==> src/rtl/pc_next_unit.sv <==
// pc_next_unit
//   Program-counter sequencer. It steps the PC by one each cycle and can be
//   redirected by a jump or a taken branch. After a redirect it raises flush
//   for FLUSH_CYCLES non-stalled cycles to squash the instructions fetched on
//   the wrong path. Redirect requests that arrive while flush is high come
//   from squashed instructions, so they are ignored.
//
// Parameters
//   WIDTH        PC / target width in bits
//   PC_RESET     PC value forced by reset
//   FLUSH_CYCLES flush length after a redirect (1..7)
//
// Ports
//   clk            rising-edge clock
//   reset          asynchronous, active-high reset
//   stall          hold PC and flush counter (overridden by a redirect in RUN)
//   jump           unconditional redirect (has priority over branch_taken)
//   jump_target    jump destination
//   branch_taken   conditional redirect, branch resolved taken
//   branch_target  branch destination
//   pc             registered current PC
//   pc_plus1       combinational pc+1, wraps modulo 2^WIDTH
//   flush          registered squash flag, high exactly while in FLUSH
//   redirect_count saturating count of accepted redirects
module pc_next_unit #(
  parameter int                 WIDTH        = 8,
  parameter logic [WIDTH-1:0]   PC_RESET     = '0,
  parameter int                 FLUSH_CYCLES = 1
) (
  input  logic             clk,
  input  logic             reset,
  input  logic             stall,
  input  logic             jump,
  input  logic [WIDTH-1:0] jump_target,
  input  logic             branch_taken,
  input  logic [WIDTH-1:0] branch_target,
  output logic [WIDTH-1:0] pc,
  output logic [WIDTH-1:0] pc_plus1,
  output logic             flush,
  output logic [7:0]       redirect_count
);

  typedef enum logic {RUN = 1'b0, FLUSH = 1'b1} state_t;

  localparam logic [2:0] FLUSH_LOAD = 3'(FLUSH_CYCLES);

  state_t           state;
  logic [2:0]       flush_cnt;
  logic             redirect;
  logic [WIDTH-1:0] redirect_pc;

  // During reset pc is PC_RESET, so this is PC_RESET+1 as well.
  assign pc_plus1    = pc + WIDTH'(1);
  assign redirect    = jump | branch_taken;
  assign redirect_pc = jump ? jump_target : branch_target;

  always_ff @(posedge clk or posedge reset) begin
    if (reset) begin
      state          <= RUN;
      pc             <= PC_RESET;
      flush          <= 1'b0;
      flush_cnt      <= 3'd0;
      redirect_count <= 8'd0;
    end else begin
      case (state)
        RUN: begin
          // A redirect wins over stall: the target is taken on this edge.
          if (redirect) begin
            pc        <= redirect_pc;
            flush_cnt <= FLUSH_LOAD;
            state     <= FLUSH;
            flush     <= 1'b1;
            if (redirect_count != 8'hFF)
              redirect_count <= redirect_count + 8'd1;
          end else if (!stall) begin
            pc <= pc_plus1;
          end
        end
        FLUSH: begin
          // jump/branch_taken are not looked at here; everything holds on stall.
          if (!stall) begin
            pc        <= pc_plus1;
            flush_cnt <= flush_cnt - 3'd1;
            if (flush_cnt == 3'd1) begin
              state <= RUN;
              flush <= 1'b0;
            end
          end
        end
        default: begin
          state <= RUN;
          flush <= 1'b0;
        end
      endcase
    end
  end

endmodule
==> config.mk <==
export PLATFORM = sky130hd
export DESIGN_NAME = pc_next_unit
export DESIGN_NICKNAME = d
export VERILOG_FILES = /design/src/rtl/pc_next_unit.sv
export SDC_FILE = /design/constraint.sdc
export NUM_CORES = 1
export LEC_CHECK = 0
export CAP_MARGIN = 10
export CORE_MARGIN = 5
export CORE_UTILIZATION = 40
export CTS_BUF_LIST = sky130_fd_sc_hd__clkbuf_16
export CTS_CLUSTER_SIZE = 16
export DETAILED_ROUTE_END_ITERATION = 7
export PLACE_DENSITY_LB_ADDON = 0.25
export SYNTH_ARGS = -nofsm -noshare
export SYNTH_HDL_FRONTEND = slang
export SYNTH_SLANG_ARGS = --single-unit
==> constraint.sdc <==
create_clock -name clk -period 1.7 [get_ports clk]
set_clock_uncertainty 0.15 [all_clocks]
set_input_delay 0.17 -clock clk [delete_from_list [all_inputs] [get_ports clk]]
set_output_delay 0.17 -clock clk [all_outputs]
set_load 0.02 [all_outputs]
== After elaboration in Yosys (flattened, before gate mapping) ==
Index checks and enable logic that the tools add are counted.

* Flip-flop bits (word level): 21
* Input port bits: 21
* Output and inout bits: 25
* Word-level logic and storage cells: 33

* Add/subtract/negate cells: 3
* Equal/unequal tests: 5
* Mux-type cells: 15
* Bitwise operators: 2
* Reductions and logical operators: 3

{| class="wikitable"
|+ Operators with widths
! operator !! number
|-
| $mux 8 || 3
|-
| $add 8x1->8 const B || 2
|-
| $pmux 8 s2 || 1
|-
| $ne 8x8->1 const B || 1
|-
| $mux 1 || 6
|-
| $mux 3 || 2
|-
| $pmux 3 s2 || 1
|-
| $reduce_and 3->1 || 2
|-
| $ne 2x2->1 const B || 2
|-
| $pmux 1 s2 || 2
|-
| $eq 3x1->1 const B || 1
|-
| $sub 3x1->3 const B || 1
|-
| $ne 2x1->1 const B || 1
|-
| $reduce_and 2->1 || 1
|-
| $not 1->1 || 1
|-
| $or 1x1->1 || 1
|}

== Logic depth before layout (Yosys ltp) ==
* Depth in word-level cells: 4
* Mapped depth: 5
* Gate-level depth less buffers: 5

== Worst setup path before layout ==
No wires, ideal clock.

* Path type: reg-to-reg
* From: register redirect_count[0]
* To: register redirect_count[1]
* Setup time: 0.125 ns
* Arrival time: 1.528 ns
* Data required time: 1.425 ns
* Setup slack: -0.103 ns
* Cell stages (with the launch flop): 5
* Buffers on the path: 0
* Clock period less this slack: 1.803 ns
* Cell sequence: dfrtp_1 > ha_1 > and4_1 > a21oi_2 > mux2_2

* Cells in the longest elaborated chain, start to end: 2
* Elaborated cells on any way between the ends: 3
* Classes of those cells: 1 x add/sub; 1 x eq/ne; 1 x reduce/logical

{| class="wikitable"
|+ RTL lines
! what !! RTL line !! source
|-
| from (decl) || 40 || <nowiki>output logic [7:0] redirect_count</nowiki>
|-
| from (signal assigned) || 74 || <nowiki>redirect_count <= redirect_count + 8'd1;</nowiki>
|-
| branches (longest 2 deep; another with $add 8x1->8) || n/a ||
|}

Parallel ways; which one is timed is not known.
A chain may end at the register's enable or synchronous reset.

== Worst setup path after layout ==
* From: register redirect_count[0]
* To: output redirect_count[0]

No word-level cell between the ends.

==> impl_metrics.yaml <==
outcome:
  status: "finished clean"
final_layout:
  syn_to_final_growth_pct: 59.68
  fin_area_um2: 1992
  final_common_cell: "clkdlybuf4s50_1"
  layout-drive-gt1-share_pct: 23.47
  antenna_cells: 0
  nets: 222
  final_cell_mix: "clkdlybuf4s50_1 (29), buf_4 (25), dfrtp_1 (19)"
placed_design:
  pre_cts_slack_ns: -0.1118
  io_buffers: 45
  dp_hpwl_um: 2522
  place_congestion: 0.7703
  postPlaceCellArea_um2: 1921
routing:
  num_vias: 1144
  drc: 0
  drt_iter0_drc: 41
  wl_per_cell_um: 12.86
  final_antenna_net_count: 0
  drt-vias-per-instance: 4.767
  totalWireLength_um: 3087
  firstDrtPassIters: 2
sta:
  timing.fmax_ghz: 0.6075
  drv_slew: 0
  relSlewSlack_pct: 76.87
  finalCriticalPeriod_ns: 1.646
  worstMarginPinSlew_ns: 0.3462
  setup_viol: 0
  setup_ws_ns: 0.05390
  timing.final.crit_share_pct: 96.83
  hold_viol_final: 0
  hold_slack_ns: 0.09719
  rsz0062_at_grt: "no"
  fin_tns_setup_ns: 0
logic_synthesis:
  synth_area_leader_cell: "dfrtp_1"
  synthMuxAreaShare_pct: 4.915
  seq_area_frac_synth_pct: 42.13
  synth_edf_count: 0
  syn_nets: 153
  ys_warn_count: 0
  synth_top_family_by_area: "simple AND/OR/NAND/NOR gates"
  synth.area.top_cells: "dfrtp_1 (42%), xnor2_1 (9.1%), nor2b_1 (4.5%)"
  netlist_area_um2: 1247
  synth-simple-area-share_pct: 20.36
  ys_seq_elements: 21
  synthCells: 128
  synth_ff_type: "dfrtp_1"
  synth.avg_cell_area_um2: 9.746
  synth_xor_area_share_pct: 13.34
  synthAdderAreaFrac_pct: 4.012
  ys_types: 28
  synth_top_area_share_pct: 42.13
  ys_async_sr_fraction_pct: 100.0
  synth-compound-area-share_pct: 10.93
power:
  leakage_nw: 0.9135
  p_comb_share_pct: 60.2
  p_per_area_nw_per_um2: 1785
  netSwitchingFraction_pct: 41.43
  p_sw_mw: 1.473
  p_int_mw: 2.083
  clockPowerShare_pct: 13.9
  vdd_ir_drop_max_uv: 951.0
  sequentialPowerShare_pct: 25.8
floorplanning:
  rows: 20
  io_pins: 46
  core_area_um2: 3028
  initial_core_util_pct: 41.20
  dieArea_um2: 4336
  die_x_um: 65.85
  fp.dieH_um: 65.85
clock_tree:
  tritoncts.num_buffers: 3
  clk_latency_ns: 0.25
  cts_tree: "done"
  clock-sinks: 21
  clockRootBuffer: "clkbuf_16"
  hold_buffers: 0
  clkTransAtPathRegs_ns: 0.06
  cts_buffer_depth: 2
  post-cts-setup-buffer-count: 0
  htreeDepth: 1
setup_path:
  cp_max_fo: 4
  reg2reg_depth: 4
  cp_slowest_stage_delay_ns: 0.60
  crit_buf_inv: 2
  start_kind: "register"
  cp-end-kind: "primary output"
  timing.rr.end: "redirect_count[1]"
  path_class: "reg -> out"
  cpMaxStageDelayCell: "clkdlybuf4s50_1"
  r2r-start: "redirect_count[1]"
  cp.depth: 2
  path_cells: "buf_4 -> clkdlybuf4s50_1"
  critical_path.top_delay_family: "buffers and inverters"
  crit_required_ns: 1.38
  crit_arrival_ns: 1.33
  r2r_slack_ns: 0.06
global_route:
  antenna_found_initial: 0
  grt_max_degree: 22
  grt_pass1_wl_um: 5085
  overflow: 0
  grt_pass1_vias: 1189
  gr-usage-all-layers_pct: 14.97
flow_run:
  maxCapViolCount: 0
worst_hold_path:
  worstHoldPathType: "in -> async"
-- layer usage --
| layer | track usage (%) | vias to the layer above | part of all wire, % |
|---|---|---|---|
| met2 | 27.53 | 29 | 53 |
| met1 | 16.93 | 531 | 41 |
| li1 | - | 580 | - |
| met5 | 0 | - | 0 |
| met4 | 5.181 | 0 | 1.1 |
| met3 | 3.061 | 4 | 5.2 |
-- synth_stat cells, drive strengths merged (2+ instances only) --
master,count
xor2,6
xnor2,13
a21oi,7
nor2,8
inv,7
mux2i,5
and4,2
nand4,4
ha,4
nand3,6
nor2b,9
dfrtp,21
nor3,2
nand2,12
buf,5
o21ai,2
and3,2
a211oi,7
-- power by group through the flow --
stage | Sequential, mW | Clock, mW | Combinational [mW]
floorplan | 1.16 | 0 | 0.943
global placement | 0.912 | 0 | 2.27
detailed placement | 0.929 | 0 | 2.31
CTS | 0.923 | 0.506 | 2.22
global route | 0.957 | 0.529 | 2.34
finish | 0.918 | 0.496 | 2.14
-- registers in the layout (all words and copies together) (netlist names) --
name	count
state	1
pc	8
flush	1
flush_cnt	3
redirect_count	8
-- area by class of cell --
class	instances	area [um^2]
multi-input combinational	95	685.7
clock buffer	3	75.07
inverter	7	26.28
fill	253	1036
tap	44	55.05
sequential	21	528.0
clock inverter	1	7.507
timing repair buffer	69	614.3
-- logic make-up (layout without fill, tap and decap cells) --
| kind of cell | Yosys count | in the layout |
|---|---|---|
| and+or+nand+nor | 46 | 46 |
| xor gates and xnor gates | 19 | 19 |
| adders and majority gates | 4 | 4 |
| DFF | 21 | 21 |
| buffers and inverters | 12 | 80 |
| muxes | 6 | 6 |
| AOI/OAI and AO/OA | 20 | 20 |
-- metrics by stage --
stage	total power, mW	utilization, %	cells
2_1_floorplan	2.105	-	128
3_3_place_gp	3.181	63.43	236
3_5_place_dp	3.235	63.43	236
4_1_cts	3.647	65.91	240
5_1_grt	3.822	65.79	240
6_report	3.556	65.79	240
-- worst reg2reg max path, stage by stage, from the launching register on --
cell and delay [ns]:
dfrtp_2 0.43, ha_2 0.19, and4_4 0.21, a21oi_4 0.19
mux2_2 0.35
-- timing repair --
item                                    CTS  global route
gates cloned                              0             0
pin swaps                                 0             1
endpoints found under the setup margin   10            14
gates resized for setup                  22            16
-- worst max-delay path by stage --
| stage | start | end | slack, ns |
|---|---|---|---|
| 4_1_cts | pc[0] | pc_plus1[4] | -0.08 |
| 3_3_place_gp | pc[3] | pc_plus1[7] | -0.09 |
| 3_5_place_dp | pc[0] | pc_plus1[4] | -0.11 |
| 6_report | redirect_count[0] | redirect_count[0] | 0.05 |
| 2_1_floorplan | pc[2] | pc_plus1[7] | 0.005 |
| 5_1_grt | redirect_count[1] | redirect_count[1] | 0.002 |
Note: power is estimated with default switching activity, not from simulation.
